**config.mk**
```make
export PLATFORM = sky130hd
export DESIGN_NAME = scan_test_controller_flat
export DESIGN_NICKNAME = d
export VERILOG_FILES = /design/src/rtl/scan_ctrl_pkg.sv /design/src/rtl/scan_test_controller_if.sv /design/src/rtl/scan_bit_counter.sv /design/src/rtl/scan_test_controller.sv /design/src/flat_wrapper.sv
export SDC_FILE = /design/constraint.sdc
export NUM_CORES = 1
export LEC_CHECK = 0
export CORE_MARGIN = 3
export CORE_UTILIZATION = 50
export DETAILED_ROUTE_END_ITERATION = 10
export PLACE_DENSITY = 0.88
export SLEW_MARGIN = 20
export SYNTH_ARGS = -nofsm -noshare
export SYNTH_HDL_FRONTEND = slang
export SYNTH_SLANG_ARGS = --single-unit
```
**constraint.sdc**
```tcl
create_clock -name clk -period 1.65 [get_ports clk]
set_input_delay 0.33 -clock clk [delete_from_list [all_inputs] [get_ports clk]]
set_output_delay 0.33 -clock clk [all_outputs]
set_load 0.01 [all_outputs]
```
**src/rtl/scan_ctrl_pkg.sv**
```systemverilog
// Shared definitions for the scan test controller: chain geometry, FSM encoding, latched test vector.
package scan_ctrl_pkg;

  localparam int unsigned CHAIN_LEN  = 8;
  localparam int unsigned CNT_W      = $clog2(CHAIN_LEN);
  localparam int unsigned FAIL_CNT_W = 8;

  typedef enum logic [2:0] {
    ST_IDLE    = 3'd0,
    ST_LOAD    = 3'd1,
    ST_CAPTURE = 3'd2,
    ST_UNLOAD  = 3'd3,
    ST_DONE    = 3'd4
  } state_e;

  typedef struct packed {
    logic [CHAIN_LEN-1:0] pattern;
    logic [CHAIN_LEN-1:0] expected;
  } test_vec_t;

endpackage

```
**src/rtl/scan_test_controller_if.sv**
```systemverilog
// Test-host and scan-chain signals of the scan test controller; slave = controller side.
// Carries fail_cnt only when SCAN_FAIL_CNT_EN is defined.
interface scan_test_controller_if;
  import scan_ctrl_pkg::*;

  logic                 start;
  logic [CHAIN_LEN-1:0] pattern;
  logic [CHAIN_LEN-1:0] expected;
  logic                 scan_out;
  logic                 scan_in;
  logic                 scan_en;
  logic                 busy;
  logic                 done;
  logic                 pass;
  logic [CHAIN_LEN-1:0] response;
`ifdef SCAN_FAIL_CNT_EN
  logic [FAIL_CNT_W-1:0] fail_cnt;

  modport master (output start, pattern, expected, scan_out,
                  input  scan_in, scan_en, busy, done, pass, response, fail_cnt);
  modport slave  (input  start, pattern, expected, scan_out,
                  output scan_in, scan_en, busy, done, pass, response, fail_cnt);
`else
  modport master (output start, pattern, expected, scan_out,
                  input  scan_in, scan_en, busy, done, pass, response);
  modport slave  (input  start, pattern, expected, scan_out,
                  output scan_in, scan_en, busy, done, pass, response);
`endif

endinterface

```
**src/rtl/scan_bit_counter.sv**
```systemverilog
// Shift-position counter shared by the LOAD and UNLOAD phases; flags the last position.
module scan_bit_counter #(
  parameter int unsigned      CNT_W = 3,
  parameter logic [CNT_W-1:0] LAST  = '1
) (
  input  logic             clk,
  input  logic             rst_n,
  input  logic             clr,
  input  logic             en,
  output logic [CNT_W-1:0] cnt,
  output logic             term_c
);

  assign term_c = (cnt == LAST);

  always_ff @(posedge clk or posedge rst_n) begin
    if (rst_n) begin
      cnt <= '0;
    end else if (clr) begin
      cnt <= '0;
    end else if (en) begin
      cnt <= term_c ? '0 : cnt + CNT_W'(1);
    end
  end

endmodule

```
**src/rtl/scan_test_controller.sv**
```systemverilog
// Scan test sequencer: shift pattern in, one capture cycle, shift response out, compare.
// Optional saturating fail counter enabled by defining SCAN_FAIL_CNT_EN. rst_n is active-high.
module scan_test_controller
  import scan_ctrl_pkg::*;
(
  input  logic                  clk,
  input  logic                  rst_n,
  scan_test_controller_if.slave bus
);

  localparam int unsigned N = CHAIN_LEN;

  state_e           state_q;
  state_e           state_d;
  test_vec_t        vec_q;
  logic [N-2:0]     resp_sh_q;
  logic [N-1:0]     resp_next_c;
  logic [N-1:0]     response_q;
  logic             pass_q;
  logic [CNT_W-1:0] cnt;
  logic             cnt_term;
  logic             cnt_clr;
  logic             cnt_en;
  logic             accept_c;
  logic             unload_last_c;

  scan_bit_counter #(
    .CNT_W (CNT_W),
    .LAST  (CNT_W'(N - 1))
  ) u_cnt (
    .clk    (clk),
    .rst_n  (rst_n),
    .clr    (cnt_clr),
    .en     (cnt_en),
    .cnt    (cnt),
    .term_c (cnt_term)
  );

  assign accept_c      = (state_q == ST_IDLE) && bus.start;
  assign unload_last_c = (state_q == ST_UNLOAD) && cnt_term;
  // Chain tail enters at the MSB so the first bit out lands at bit 0 after N shifts.
  assign resp_next_c   = {bus.scan_out, resp_sh_q};

  // State register
  always_ff @(posedge clk or posedge rst_n) begin
    if (rst_n) begin
      state_q <= ST_IDLE;
    end else begin
      state_q <= state_d;
    end
  end

  // Next-state logic
  always_comb begin
    state_d = state_q;
    unique case (state_q)
      ST_IDLE:    if (bus.start) state_d = ST_LOAD;
      ST_LOAD:    if (cnt_term)  state_d = ST_CAPTURE;
      ST_CAPTURE:                state_d = ST_UNLOAD;
      ST_UNLOAD:  if (cnt_term)  state_d = ST_DONE;
      ST_DONE:                   state_d = ST_IDLE;
      default:                   state_d = ST_IDLE;
    endcase
  end

  // Output and counter-control decode from registered state
  always_comb begin
    bus.scan_en = 1'b0;
    bus.scan_in = 1'b0;
    bus.busy    = 1'b0;
    bus.done    = 1'b0;
    cnt_clr     = 1'b0;
    cnt_en      = 1'b0;
    unique case (state_q)
      ST_LOAD: begin
        bus.scan_en = 1'b1;
        bus.scan_in = vec_q.pattern[cnt];
        bus.busy    = 1'b1;
        cnt_en      = 1'b1;
      end
      ST_CAPTURE: begin
        bus.busy = 1'b1;
        cnt_clr  = 1'b1;
      end
      ST_UNLOAD: begin
        bus.scan_en = 1'b1;
        bus.busy    = 1'b1;
        cnt_en      = 1'b1;
      end
      ST_DONE: begin
        bus.done = 1'b1;
        cnt_clr  = 1'b1;
      end
      default: cnt_clr = 1'b1;
    endcase
  end

  // Test-vector latch, response shifter and result registers
  always_ff @(posedge clk or posedge rst_n) begin
    if (rst_n) begin
      vec_q      <= '0;
      resp_sh_q  <= '0;
      response_q <= '0;
      pass_q     <= 1'b0;
    end else begin
      if (accept_c) begin
        vec_q      <= '{pattern: bus.pattern, expected: bus.expected};
        response_q <= '0;
        pass_q     <= 1'b0;
      end
      if (state_q == ST_UNLOAD) begin
        resp_sh_q <= resp_next_c[N-1:1];
      end
      if (unload_last_c) begin
        response_q <= resp_next_c;
        pass_q     <= (resp_next_c == vec_q.expected);
      end
    end
  end

  assign bus.response = response_q;
  assign bus.pass     = pass_q;

`ifdef SCAN_FAIL_CNT_EN
  logic [FAIL_CNT_W-1:0] fail_cnt_q;

  // Counts failing tests, saturating; only reset clears it
  always_ff @(posedge clk or posedge rst_n) begin
    if (rst_n) begin
      fail_cnt_q <= '0;
    end else if (unload_last_c && (resp_next_c != vec_q.expected) && (fail_cnt_q != '1)) begin
      fail_cnt_q <= fail_cnt_q + FAIL_CNT_W'(1);
    end
  end

  assign bus.fail_cnt = fail_cnt_q;
`endif

endmodule

```
**src/flat_wrapper.sv**
```systemverilog
// flat-port wrapper written by rule: the top's interface ports become plain ports
module scan_test_controller_flat import scan_ctrl_pkg::*;
  (clk, rst_n, bus_start, bus_pattern, bus_expected, bus_scan_out, bus_scan_in, bus_scan_en, bus_busy, bus_done, bus_pass, bus_response);
  scan_test_controller_if bus_i ();
  input  logic clk;
  input  logic rst_n;
  input wire logic [$bits(bus_i.start)-1:0] bus_start;
  input wire logic [$bits(bus_i.pattern)-1:0] bus_pattern;
  input wire logic [$bits(bus_i.expected)-1:0] bus_expected;
  input wire logic [$bits(bus_i.scan_out)-1:0] bus_scan_out;
  output wire logic [$bits(bus_i.scan_in)-1:0] bus_scan_in;
  output wire logic [$bits(bus_i.scan_en)-1:0] bus_scan_en;
  output wire logic [$bits(bus_i.busy)-1:0] bus_busy;
  output wire logic [$bits(bus_i.done)-1:0] bus_done;
  output wire logic [$bits(bus_i.pass)-1:0] bus_pass;
  output wire logic [$bits(bus_i.response)-1:0] bus_response;
  assign bus_i.start = bus_start;
  assign bus_i.pattern = bus_pattern;
  assign bus_i.expected = bus_expected;
  assign bus_i.scan_out = bus_scan_out;
  assign bus_scan_in = bus_i.scan_in;
  assign bus_scan_en = bus_i.scan_en;
  assign bus_busy = bus_i.busy;
  assign bus_done = bus_i.done;
  assign bus_pass = bus_i.pass;
  assign bus_response = bus_i.response;
  scan_test_controller u_core (.clk(clk), .rst_n(rst_n), .bus(bus_i));
endmodule
```
* Yosys cells after proc, flatten, opt, wreduce, memory -nomap -nowiden
Cells that the tools add are included.
** Operators by class
- Equal/unequal tests :: 10
- $lt $le $gt $ge :: 1
- Multiplexer cells :: 17
- Add/subtract/negate cells :: 1
- Reduce and logical (&&, ||, !) cells :: 7
** Operators by type and width (count)
- two-way mux 3 bit :: 6
- two-way mux 8 bit :: 2
- one-hot mux 3 bit (4 select lines) :: 1
- == test 8 bit :: 1
- two-way mux 1 bit :: 7
- == test 3 x 2 -> 1 bit, second input constant :: 2
- == test 3 bit, second input constant :: 2
- inequality test 2 x 1 -> 1 bit, second input constant :: 3
- less-than comparator 3 x 4 -> 1 bit, second input constant :: 1
- adder 3 x 1 -> 3 bit, second input constant :: 1
- binary-select mux 1 bit (select 3 bit) :: 1
- == test 3 x 1 -> 1 bit, second input constant :: 1
- logical NOT 3 bit :: 1
- AND reduction 3 bit :: 1
- OR reduction 3 bit :: 1
- logical AND 1 bit :: 2
- inequality test 2 bit, second input constant :: 1
- nonzero test 2 bit :: 1
- OR reduction 2 bit :: 1
** Storage, ports and cells
- Output and inout bits :: 13
- Register bits after elaboration :: 38
- Logic and storage cells :: 43
- Input bits :: 20

* Longest topological paths before layout
- Depth in word-level cells :: 5
- Gate-level depth with buffers :: 7
- Depth with buffers taken out :: 6

* Hierarchy
Synthesis repeated with hierarchy kept, for this count alone.
** Unflattened totals
- Cells, all modules :: 169
- Area, all modules :: 1711.6 µm²
** By module, submodules not included
- scan_test_controller :: instances 1, sequential area each 875.8 µm², area each 1556.5 µm², cells an instance 156
- scan_bit_counter :: instances 1, sequential area each 75.1 µm², area each 155.1 µm², cells an instance 13

* Worst setup path after synthesis
No wires, ideal clock.
- Kind :: register -> output
- From :: register u_core.u_cnt.cnt[0]
- To :: output port bus_scan_in
- Path slack :: 0.187 ns
- Required time :: 1.320 ns
- Stages on the path, launching flop included :: 3
- Data arrival time :: 1.133 ns
- Cell sequence :: dfrtp_1 -> mux4_2 -> o211a_1
** On the way
- Longest elaborated chain between the ends :: 3
** Ends and longest elaborated chain
- from (decl) :: RTL line scan_bit_counter.sv:10 : output logic [CNT_W-1:0] cnt,
- from (signal assigned) :: RTL line scan_bit_counter.sv:22 : cnt <= term_c ? '0 : cnt + CNT_W'(1);
- binary-select mux 1 bit (select 3 bit) :: RTL line scan_test_controller.sv:77 : bus.scan_in = vec_q.pattern[cnt];
- two-way mux 1 bit (implied by the code) :: RTL line scan_test_controller.sv:77
- two-way mux 1 bit :: RTL line scan_test_controller.sv:74 : unique case (state_q)
- to (decl) :: RTL line flat_wrapper.sv:11 : output wire logic [$bits(bus_i.scan_in)-1:0] bus_scan_in;
Every way passes these cells. The select of a mux whose other input is x is not followed.

* Worst setup path after layout
Same ends and word-level chain as after synthesis.

==> impl_metrics.ini <==
[power]
power_density_nw_per_um2 = 1750
power_leakage_nw = 1.12
p_total_mw = 3.94
ir_drop_v = 0.000748

[sta]
finClkSkew_ps = 7.21
period_needed_ps = 1900
hold_slack_ps = 310
tns_ps = -249
finalCritPeriodShare_pct = 115
hold_viol = 0
worst_slack_ps = -249
maxSlewViolCount = 0
fmax_ghz = 0.527
rsz0062_at_grt = yes
setup_viol = 1
tightest_slew_ps = 346
slew_headroom_pct = 76.4

[placed_design]
dp_hpwl_mm = 2.58
io_buffer_count = 32
place.gp.congestion = 0.817

[finish]
drive_gt1_share_pct = 21.3
num_antenna_cells = 0
fillers = 234
nNetsFinal = 237
area_growth_pct = 33.6

[die]
core_um2 = 3130
core.rowCount = 20
io_pins = 33
dieArea_um2 = 4100
start_util_pct = 53.9
die_w_um = 64.1
die_y_um = 64.1

[clock_tree]
htreeDepth = 2
clock_sinks = 38
cts_tree = yes
clk_latency_ps = 350
postCtsHoldBufs = 0
cts-root-buf = clkbuf_4
clockBufferDepth = 2
clkTransAtPathRegs_ps = 110
cts_made_buffers = 5

[routing]
first_iter_violations = 62
wl_per_cell_um = 14.4
drc = 0
vias = 1335
ant_nets = 0
firstDrtPassIters = 4
routed_wl_mm = 3.73
routed_via_density = 5.13

[yosys]
syn_area_um2 = 1690
ys_seq_elements = 38
syn_nets = 186
synth_cell_types = 33
synth_cells = 164
syn_area_per_cell_um2 = 10.3
yosysWarnings = 0
ys_seq_area_share_pct = 56.4

[global_route]
overflow = 0
grt_pass1_wl_mm = 6.04
track_usage_pct = 19.4
grt_pass1_vias = 1294
grt_max_degree = 39
antenna_found_initial = 0

[critical_path]
worstPathRequired_ps = 1320
crit_buf_inv = 1
start_kind = flip-flop
crit_path_max_fanout = 2
cpPeakStageDelay_ps = 490
cp_cell_sequence = mux4_2 -> o211a_1 -> buf_2
arrival_ps = 1570
worstSetupPathType = flip-flop to primary output
cp.depth = 3
r2r_cells = 5
crit_slowest_cell = mux4_2
endpoint_kind = primary output
cp_top_family = multiplexers

[run_status]
violations = negative setup slack
status = finished with violations

[run]
drv_cap = 0

[worst_hold_path]
min_path_type = input port to asynchronous set/reset pin
[synthesized netlist by cell type, drive strengths merged]
cell | n | area [µm²]
a2111oi | 1 | 8.76
a22oi | 1 | 7.51
a31oi | 1 | 6.26
and2 | 3 | 18.8
and3 | 1 | 11.3
buf | 5 | 37.5
clkbuf | 1 | 3.75
dfrtp | 38 | 951
ha | 2 | 25.0
inv | 3 | 11.3
mux2 | 7 | 78.8
mux2i | 1 | 10.0
mux4 | 1 | 22.5
nand2 | 65 | 246
nand2b | 1 | 13.8
nand3b | 1 | 7.51
nand4 | 1 | 6.26
nor2 | 4 | 15.0
nor2b | 1 | 6.26
nor3 | 3 | 15.0
nor3b | 1 | 7.51
nor4 | 1 | 6.26
nor4b | 1 | 23.8
o211a | 1 | 10.0
o21ai | 9 | 48.8
o31ai | 1 | 7.51
xnor2 | 3 | 26.3
xor2 | 6 | 52.6
[final timing paths]
check	from	end	slack [ps]
min	rst_n	u_core.vec_q[1]	310
min in group clk	u_core.vec_q[13]	u_core.vec_q[13]	490
max	u_core.u_cnt.cnt[0]	bus_scan_in	-250
max reg2reg	u_core.u_cnt.cnt[0]	u_core.bus.response[3]	10
max in group asynchronous	rst_n	u_core.vec_q[6]	1150
min reg2reg	u_core.vec_q[13]	u_core.vec_q[13]	490
[report_power, final]
| group | switching, mW | internal (mW) | leakage [nW] | total, mW |
|---|---|---|---|---|
| Clock | 0.309 | 0.167 | 0.0322 | 0.476 |
| Combinational | 0.820 | 0.960 | 0.615 | 1.78 |
| Sequential | 0.331 | 1.36 | 0.476 | 1.69 |
[layer usage]
metal	GRT usage, %	up-vias	wire length, µm	part of all wire, %
met1	22.8	649	1540	41
met2	33.8	39	1970	53
met3	5.27	6	148	4.0
met4	6.47	0	75	2.0
li1	-	641	-	-
met5	0	-	0	0
[worst reg2reg max path: stages, from the launching register on]
cell and delay, ps:
dfrtp_1 410, buf_4 160, ha_1 230, ha_4 190, and3_2 250, o21ai_0 290
[flip-flops by register name (all words and copies together), names as in the netlist]
name and count:
u_core.vec_q 16, u_core.bus.response 8, u_core.resp_sh_q 7, u_core.state_q 3, u_core.u_cnt.cnt 3, u_core.bus.pass 1
[cell type report]
cell class	count	area [µm²]	share of cell area [%]
clock buffers	6	41.3	1.83
clock inverters	2	13.8	0.611
inverters	3	11.3	0.500
multi-input cells	118	712	31.6
flip-flops and latches	38	951	42.2
well taps	44	55.1	2.44
repair buffers	49	468	20.8
[cell usage in the layout, fill, tap and decap left out, types with 2 or more instances in the layout]
| cell | Yosys | layout |
|---|---|---|
| xnor2_1 | 3 | 3 |
| clkbuf_4 | 0 | 5 |
| inv_1 | 2 | 2 |
| o21ai_0 | 7 | 6 |
| nor3_1 | 3 | 3 |
| xor2_1 | 6 | 6 |
| buf_12 | 0 | 2 |
| o21ai_1 | 1 | 2 |
| buf_2 | 3 | 2 |
| dlymetal6s2s_1 | 0 | 4 |
| nand2_1 | 64 | 64 |
| and2_1 | 3 | 2 |
| clkdlybuf4s50_1 | 0 | 24 |
| nor2_1 | 4 | 3 |
| dfrtp_1 | 38 | 38 |
| mux2_2 | 7 | 7 |
| buf_4 | 0 | 15 |
[cells by family (layout without fill, tap and decap cells)]
kind of cell    after synthesis  after routing  synth area share (%)
fa+ha+maj                     2              2                  1.48
compound gates               14             14                  5.27
flops                        38             38                  56.4
simple gates                 83             84                  22.4
xor+xnor                      9              9                  4.68
mux                           9              9                  6.61
buf+inv                       9             60                  3.12
[through the flow]
step / cells / utilization, % / setup slack [ps] / cell area (µm²)
2_1_floorplan: 164 / - / 187 / 1690
3_3_place_gp: 245 / 68.0 / -208 / 2130
3_5_place_dp: 245 / 68.0 / -215 / 2130
4_1_cts: 255 / 69.9 / -272 / 2190
5_1_grt: 260 / 72.0 / -345 / 2250
6_report: 260 / 72.0 / -249 / 2250
[what timing repair did]
item,4_1_cts,5_1_grt
gates resized for setup,11,12
pin swaps,0,2
buffers inserted,2,4
cloned,0,1
setup endpoints to repair,4,8
Note: power is estimated with default switching activity, not from simulation.
